===== config.mk =====
export PLATFORM = sky130hd
export DESIGN_NAME = seg7_scan_driver
export DESIGN_NICKNAME = d
export VERILOG_FILES = /design/src/rtl/seg7_scan_driver.sv
export SDC_FILE = /design/constraint.sdc
export NUM_CORES = 1
export LEC_CHECK = 0
export BUFFER_PORTS_ARGS = -buffer_cell sky130_fd_sc_hd__buf_2
export CORE_UTILIZATION = 50
export DETAILED_ROUTE_END_ITERATION = 12
export HOLD_SLACK_MARGIN = 0.06
export PLACE_DENSITY = 0.82
export SETUP_SLACK_MARGIN = 0.4
export SYNTH_ARGS = -nofsm -noshare
export SYNTH_HDL_FRONTEND = slang
export SYNTH_SLANG_ARGS = --single-unit
export TNS_END_PERCENT = 1

===== constraint.sdc =====
create_clock -name clk -period 3.65 [get_ports clk]
set_clock_uncertainty 0.05 [all_clocks]
set_input_delay 0.365 -clock clk [delete_from_list [all_inputs] [get_ports clk]]
set_output_delay 0.365 -clock clk [all_outputs]
set_load 0.01 [all_outputs]

===== src/rtl/seg7_scan_driver.sv =====
// rtl/seg7_scan_driver.sv - multiplexed 7-segment scan driver with guard blanking
// Optional leading-zero blanking: define SEG7_LEADING_ZERO_BLANK_EN.
module seg7_scan_driver #(
    parameter int NUM_DIGITS = 4,
    parameter int SCAN_DIV   = 1000,
    parameter int GUARD      = 2
) (
    input  logic                    clk,
    input  logic                    rst,
    input  logic                    load,
    input  logic [4*NUM_DIGITS-1:0] value,
    input  logic [NUM_DIGITS-1:0]   dp,
    output logic [7:0]              seg,
    output logic [NUM_DIGITS-1:0]   an
);

    localparam int PW = $clog2(SCAN_DIV + 1);
    localparam int IW = (NUM_DIGITS > 1) ? $clog2(NUM_DIGITS) : 1;
    localparam logic [PW-1:0] PRESC_LAST = PW'(SCAN_DIV - 1);
    localparam logic [PW-1:0] GUARD_END  = PW'(GUARD);
    localparam logic [IW-1:0] IDX_LAST   = IW'(NUM_DIGITS - 1);

    logic [PW-1:0]           presc;
    logic [IW-1:0]           idx;
    logic [4*NUM_DIGITS-1:0] shadow_val;
    logic [NUM_DIGITS-1:0]   shadow_dp;

    logic [3:0]            nib;
    logic                  dp_bit;
    logic                  blank_digit;
    logic [7:0]            seg_next;
    logic [NUM_DIGITS-1:0] an_next;

    function automatic logic [6:0] decode(input logic [3:0] n);
        logic [6:0] s;
        case (n)
            4'h0: s = 7'h40;
            4'h1: s = 7'h79;
            4'h2: s = 7'h24;
            4'h3: s = 7'h30;
            4'h4: s = 7'h19;
            4'h5: s = 7'h12;
            4'h6: s = 7'h02;
            4'h7: s = 7'h78;
            4'h8: s = 7'h00;
            4'h9: s = 7'h10;
            4'hA: s = 7'h08;
            4'hB: s = 7'h03;
            4'hC: s = 7'h46;
            4'hD: s = 7'h21;
            4'hE: s = 7'h06;
            default: s = 7'h0E;
        endcase
        return s;
    endfunction

    // Walk digits from the top so the leading-zero flag accumulates downward.
    always_comb begin
        nib         = 4'h0;
        dp_bit      = 1'b0;
        blank_digit = 1'b0;
        an_next     = '1;
`ifdef SEG7_LEADING_ZERO_BLANK_EN
        begin : lz_scan
            logic lz;
            lz = 1'b1;
            for (int i = NUM_DIGITS - 1; i >= 0; i--) begin
                lz = lz && (shadow_val[4*i +: 4] == 4'h0) && !shadow_dp[i];
                if (idx == IW'(i)) begin
                    nib         = shadow_val[4*i +: 4];
                    dp_bit      = shadow_dp[i];
                    an_next[i]  = 1'b0;
                    blank_digit = lz && (i != 0);
                end
            end
        end
`else
        for (int i = 0; i < NUM_DIGITS; i++) begin
            if (idx == IW'(i)) begin
                nib        = shadow_val[4*i +: 4];
                dp_bit     = shadow_dp[i];
                an_next[i] = 1'b0;
            end
        end
`endif
        if (presc < GUARD_END) begin
            seg_next = 8'hFF;
            an_next  = '1;
        end else if (blank_digit) begin
            seg_next = 8'hFF;
        end else begin
            seg_next = {~dp_bit, decode(nib)};
        end
    end

    always_ff @(posedge clk) begin
        if (rst) begin
            presc      <= '0;
            idx        <= '0;
            shadow_val <= '0;
            shadow_dp  <= '0;
            seg        <= 8'hFF;
            an         <= '1;
        end else begin
            if (load) begin
                shadow_val <= value;
                shadow_dp  <= dp;
            end
            if (presc == PRESC_LAST) begin
                presc <= '0;
                idx   <= (idx == IDX_LAST) ? '0 : idx + 1'b1;
            end else begin
                presc <= presc + 1'b1;
            end
            seg <= seg_next;
            an  <= an_next;
        end
    end

endmodule


Yosys cells after proc, flatten, opt, wreduce, memory -nomap -nowiden
Memories as Yosys holds them, arrays and structs flattened. A register that Yosys moved wholly into a read port is not among the register bits.
Cells that the tools add are included.
Word-level totals
  register bits: 44
  input port bits: 23
  memories kept: 1
  ROM bits: 112
Memories
  (no name shown): words 16, bits a word 7, rd ports 1, clocked after Yosys merged registers in 1, write ports 0, RTL line 36  | case (n)
Cells by class
  bitwise gates (word level): 1
  add/subtract/negate cells: 2
  mux-type cells: 13
  equal/unequal tests: 4
  magnitude comparators: 1
  reductions and logical operators: 3
Operator list (number)
  4-bit 2-to-1 mux: 4
  10-bit by 1-bit adder with 10-bit output, second input constant: 1
  10-bit equality test, second input constant: 1
  10-bit by 2-bit less-than comparator with 1-bit output, second input constant: 1
  1-bit 2-to-1 mux: 8
  2-bit equality test, second input constant: 2
  2-bit OR reduction: 2
  2-bit by 1-bit adder with 2-bit output, second input constant: 1
  2-bit by 1-bit equality test with 1-bit output, second input constant: 1
  2-bit logical NOT: 1
  2-bit 2-to-1 mux: 1
  1-bit NOT: 1

Logic depth before layout (Yosys ltp)
  depth after elaboration: 6
  mapped depth: 11
  gate-level depth less buffers: 10

Worst setup path before layout
Ideal clock, no wire load.
  kind: register -> register
  from: register idx[1]
  to: register seg[1]
  arrival time: 2.141 ns
  library setup time: 0.062 ns
  slack: 1.396 ns
  clock period less this slack: 2.254 ns
  cell stages (with the launch flop): 12
  cell sequence: dfxtp_1 inv_1 ha_1 buf_2 nor2b_1 a22oi_1 a221oi_2 inv_1 ha_1 nor2_1 a211o_1 nand3_1
On the way
  cells in the longest elaborated chain, start to end: 5
RTL lines
  start, declared: RTL line 24  | logic [IW-1:0] idx;
  start signal, assigned: RTL line 111  | idx <= (idx == IDX_LAST) ? '0 : idx + 1'b1;
  2-bit logical NOT: RTL line 79  | if (idx == IW'(i)) begin
  4-bit 2-to-1 mux (3 in series): RTL line 79
  4-bit 2-to-1 mux *: RTL line 79
  end, declared: RTL line 13  | output logic [7:0] seg,
Every way passes the cells marked *; elsewhere a longest branch is shown, timed or not.
A chain may end at the register's enable or synchronous reset.

Final worst setup path
  from: register idx[0]
  to: register seg[3]
The elaborated chain is that of the path after synthesis.

==> reports/results.txt <==
Hold Buf Count CTS - 0
Cell repeated most along the worst path - ha_1
Largest stage delay, worst path - 0.48 ns
Vias/cell - 5.16
Number of library cell types mapped by synthesis - 42
Vias post-DR - 1,501
WL final - 3.58 mm
DIE HEIGHT - 65.3 um
RSZ-0062 raised after global routing - false
CTS Buf Count - 5
CP max-delay cell - ha_1
WS Path Type - flop to flop
Hold Path Stages - 3
Outcome - completed
Initial Util - 53.4%
Core area - 3740 um^2
Slew Viols, Final - 0
Setup WS pre-CTS - 1.14 ns
Max Fclk - 0.388 GHz
CTS tree - built
DRC - 0
Critical Path, Cell by Cell - ha_1 -> nor2_2 -> a221oi_2 -> inv_1 -> ha_1 -> nor2_1 -> a211oi_1 -> o21ai_1
Layout Nets - 276
Asr flop ratio synth - 0%
Ant diodes - 0
Seq cells post-synth - 44
Area grow syn2layout - 13.1%
Prevailing post-synth register cell - dfxtp_1
Worst hold path class - input pin to flop
Req. time, crit path - 3.72 ns
Vias in the first global route - 1,382
Core Rows - 22
Yosys Warn Count - 0
Final worst path period need - 2.58 ns
CP Max Fanout - 14
Setup crit start kind - flop
Relative slew slack - 21.6%
Post-CTS Setup Repair Bufs - 0
Final instance area - 2260 um^2
Most common cell after layout, fill and taps aside - dfxtp_1
Clock H-tree levels - 2
Final WS setup - 1.07 ns
PostCTS Resize Cnt - 0
Leak pwr - 0.949 nW
Total die area - 4260 um^2
Initial antenna violation count - 0
Max-Cap Viols - 0
Finish-stage setup viols - 0
Most frequent cells in the layout - dfxtp_1 (44), nor2_1 (37), buf_2 (34)
Share of layout cells above drive strength 1 - 20.6%
Maximum clock path buffer count - 2
CTS root buf - clkbuf_8
Seq/Total Area, Yosys - 44.0%
PortBufs - 34
Router iterations before antenna repair - 4
Routability Congestion - 0.785
DRT antenna net count - 0
Actual slew at the worst max-slew pin - 1.17 ns
Clk slew on worst S/H paths - 0.08 ns
Top Ports - 35
Largest net degree at the start of global routing - 27
Worst-Skew Late Latency - 0.29 ns
Mapped Avg Cell Area - 9.44 um^2
Mapped cell area - 2000 um^2
Area after DPL - 2180 um^2
First-pass GRT wire length - 6.12 mm
Post-synth EDFFs - 0
Final hold violations - 0
DR iter-0 viols - 90
Mapped Nets - 246
Worst EP arrival - 2.65 ns
Congestion Overflow GR - 0
Peak VDD IR - 317 uV
Die W - 65.3 um
PD cells - 402 nW/um^2
R2r worst-path depth - 8
Synthesized instance count - 212
Fin crit share - 70.6%
Hpwl dp - 2.63 mm
Setup TNS - 0 ns
Routed wire per std cell - 12.3 um
Kind of end point of the critical path - flop
FILL cells - 361
GRT Util Overall - 18.7%
CTS Sinks - 44
## cell usage after synthesis (all sizes together), types with 5 or more instances
| cell type | instances | share of area, % |
|---|---|---|
| a21oi | 7 | 1.8 |
| xnor2 | 5 | 2.2 |
| nor2 | 38 | 7.3 |
| dfxtp | 44 | 44 |
| mux2i | 22 | 11 |
| nand3 | 6 | 1.5 |
| nand2 | 16 | 3.0 |
| inv | 7 | 1.3 |
| clkbuf | 7 | 1.3 |
| ha | 11 | 6.9 |
## cells by family after synthesis
family	count (synthesis)	synth area share (%)
adder cells (fa/ha/maj)	11	6.88
XOR/XNOR	8	3.50
AO/OA/AOI/OAI	24	10.3
flip-flops	44	44.0
AND/OR/NAND/NOR	85	20.3
buffers and inverters	18	4.07
multiplexers	22	11.0
## routing by layer
layer / global-route usage (%) / share of wire (%) / up-vias
li1: - / - / 780
met1: 24.3 / 46 / 671
met2: 29.4 / 47 / 43
met3: 5.56 / 5.0 / 7
met4: 6.52 / 1.8 / 0
met5: 0 / 0 / -
## flip-flops by register name (all words and copies together), names as in the netlist
register,flops
shadow_dp,4
idx,2
shadow_val,16
seg,8
an,4
presc,10
## critical path, delay by kind of cell (launching register included)
kind / cells / cell delay, ns
flops: 1 / 0.41
compound gates: 3 / 0.76
buf+inv: 1 / 0.18
simple gates: 2 / 0.20
fa+ha+maj: 2 / 0.81
## worst paths after layout
kind	from	endpoint	slack [ns]
worst max-delay path	idx[0]	seg[3]	1.07
worst min-delay path	value[15]	shadow_val[15]	0.25
worst max register to register	idx[0]	seg[3]	1.07
worst min register to register	presc[0]	presc[0]	0.39
## area by class of cell
cell class,count,area [um^2],area share (%)
Timing Repair Buffer,34,170,7.52
Clock buffer,5,68.8,3.04
Clock inverter,3,18.8,0.829
Tap cell,48,60.1,2.65
Multi-Input combinational cell,150,1040,45.9
Inverter,7,26.3,1.16
Sequential cell,44,881,38.9
## through the flow
step | utilization, % | power, mW | instances | hold WS, ns
2_1_floorplan | - | 0.595 | 212 | 0.363
3_3_place_gp | 58.1 | 0.624 | 283 | 0.376
3_5_place_dp | 58.1 | 0.627 | 283 | 0.383
4_1_cts | 60.5 | 0.920 | 291 | 0.246
5_1_grt | 60.5 | 0.956 | 291 | 0.238
6_report | 60.5 | 0.911 | 291 | 0.251
## power breakdown
| group | internal [mW] | switching (mW) | total (mW) |
|---|---|---|---|
| registers | 0.503 | 0.0115 | 0.515 |
| clock network | 0.133 | 0.162 | 0.295 |
| logic | 0.0461 | 0.0542 | 0.100 |
Power figures use the tool's default switching activity.
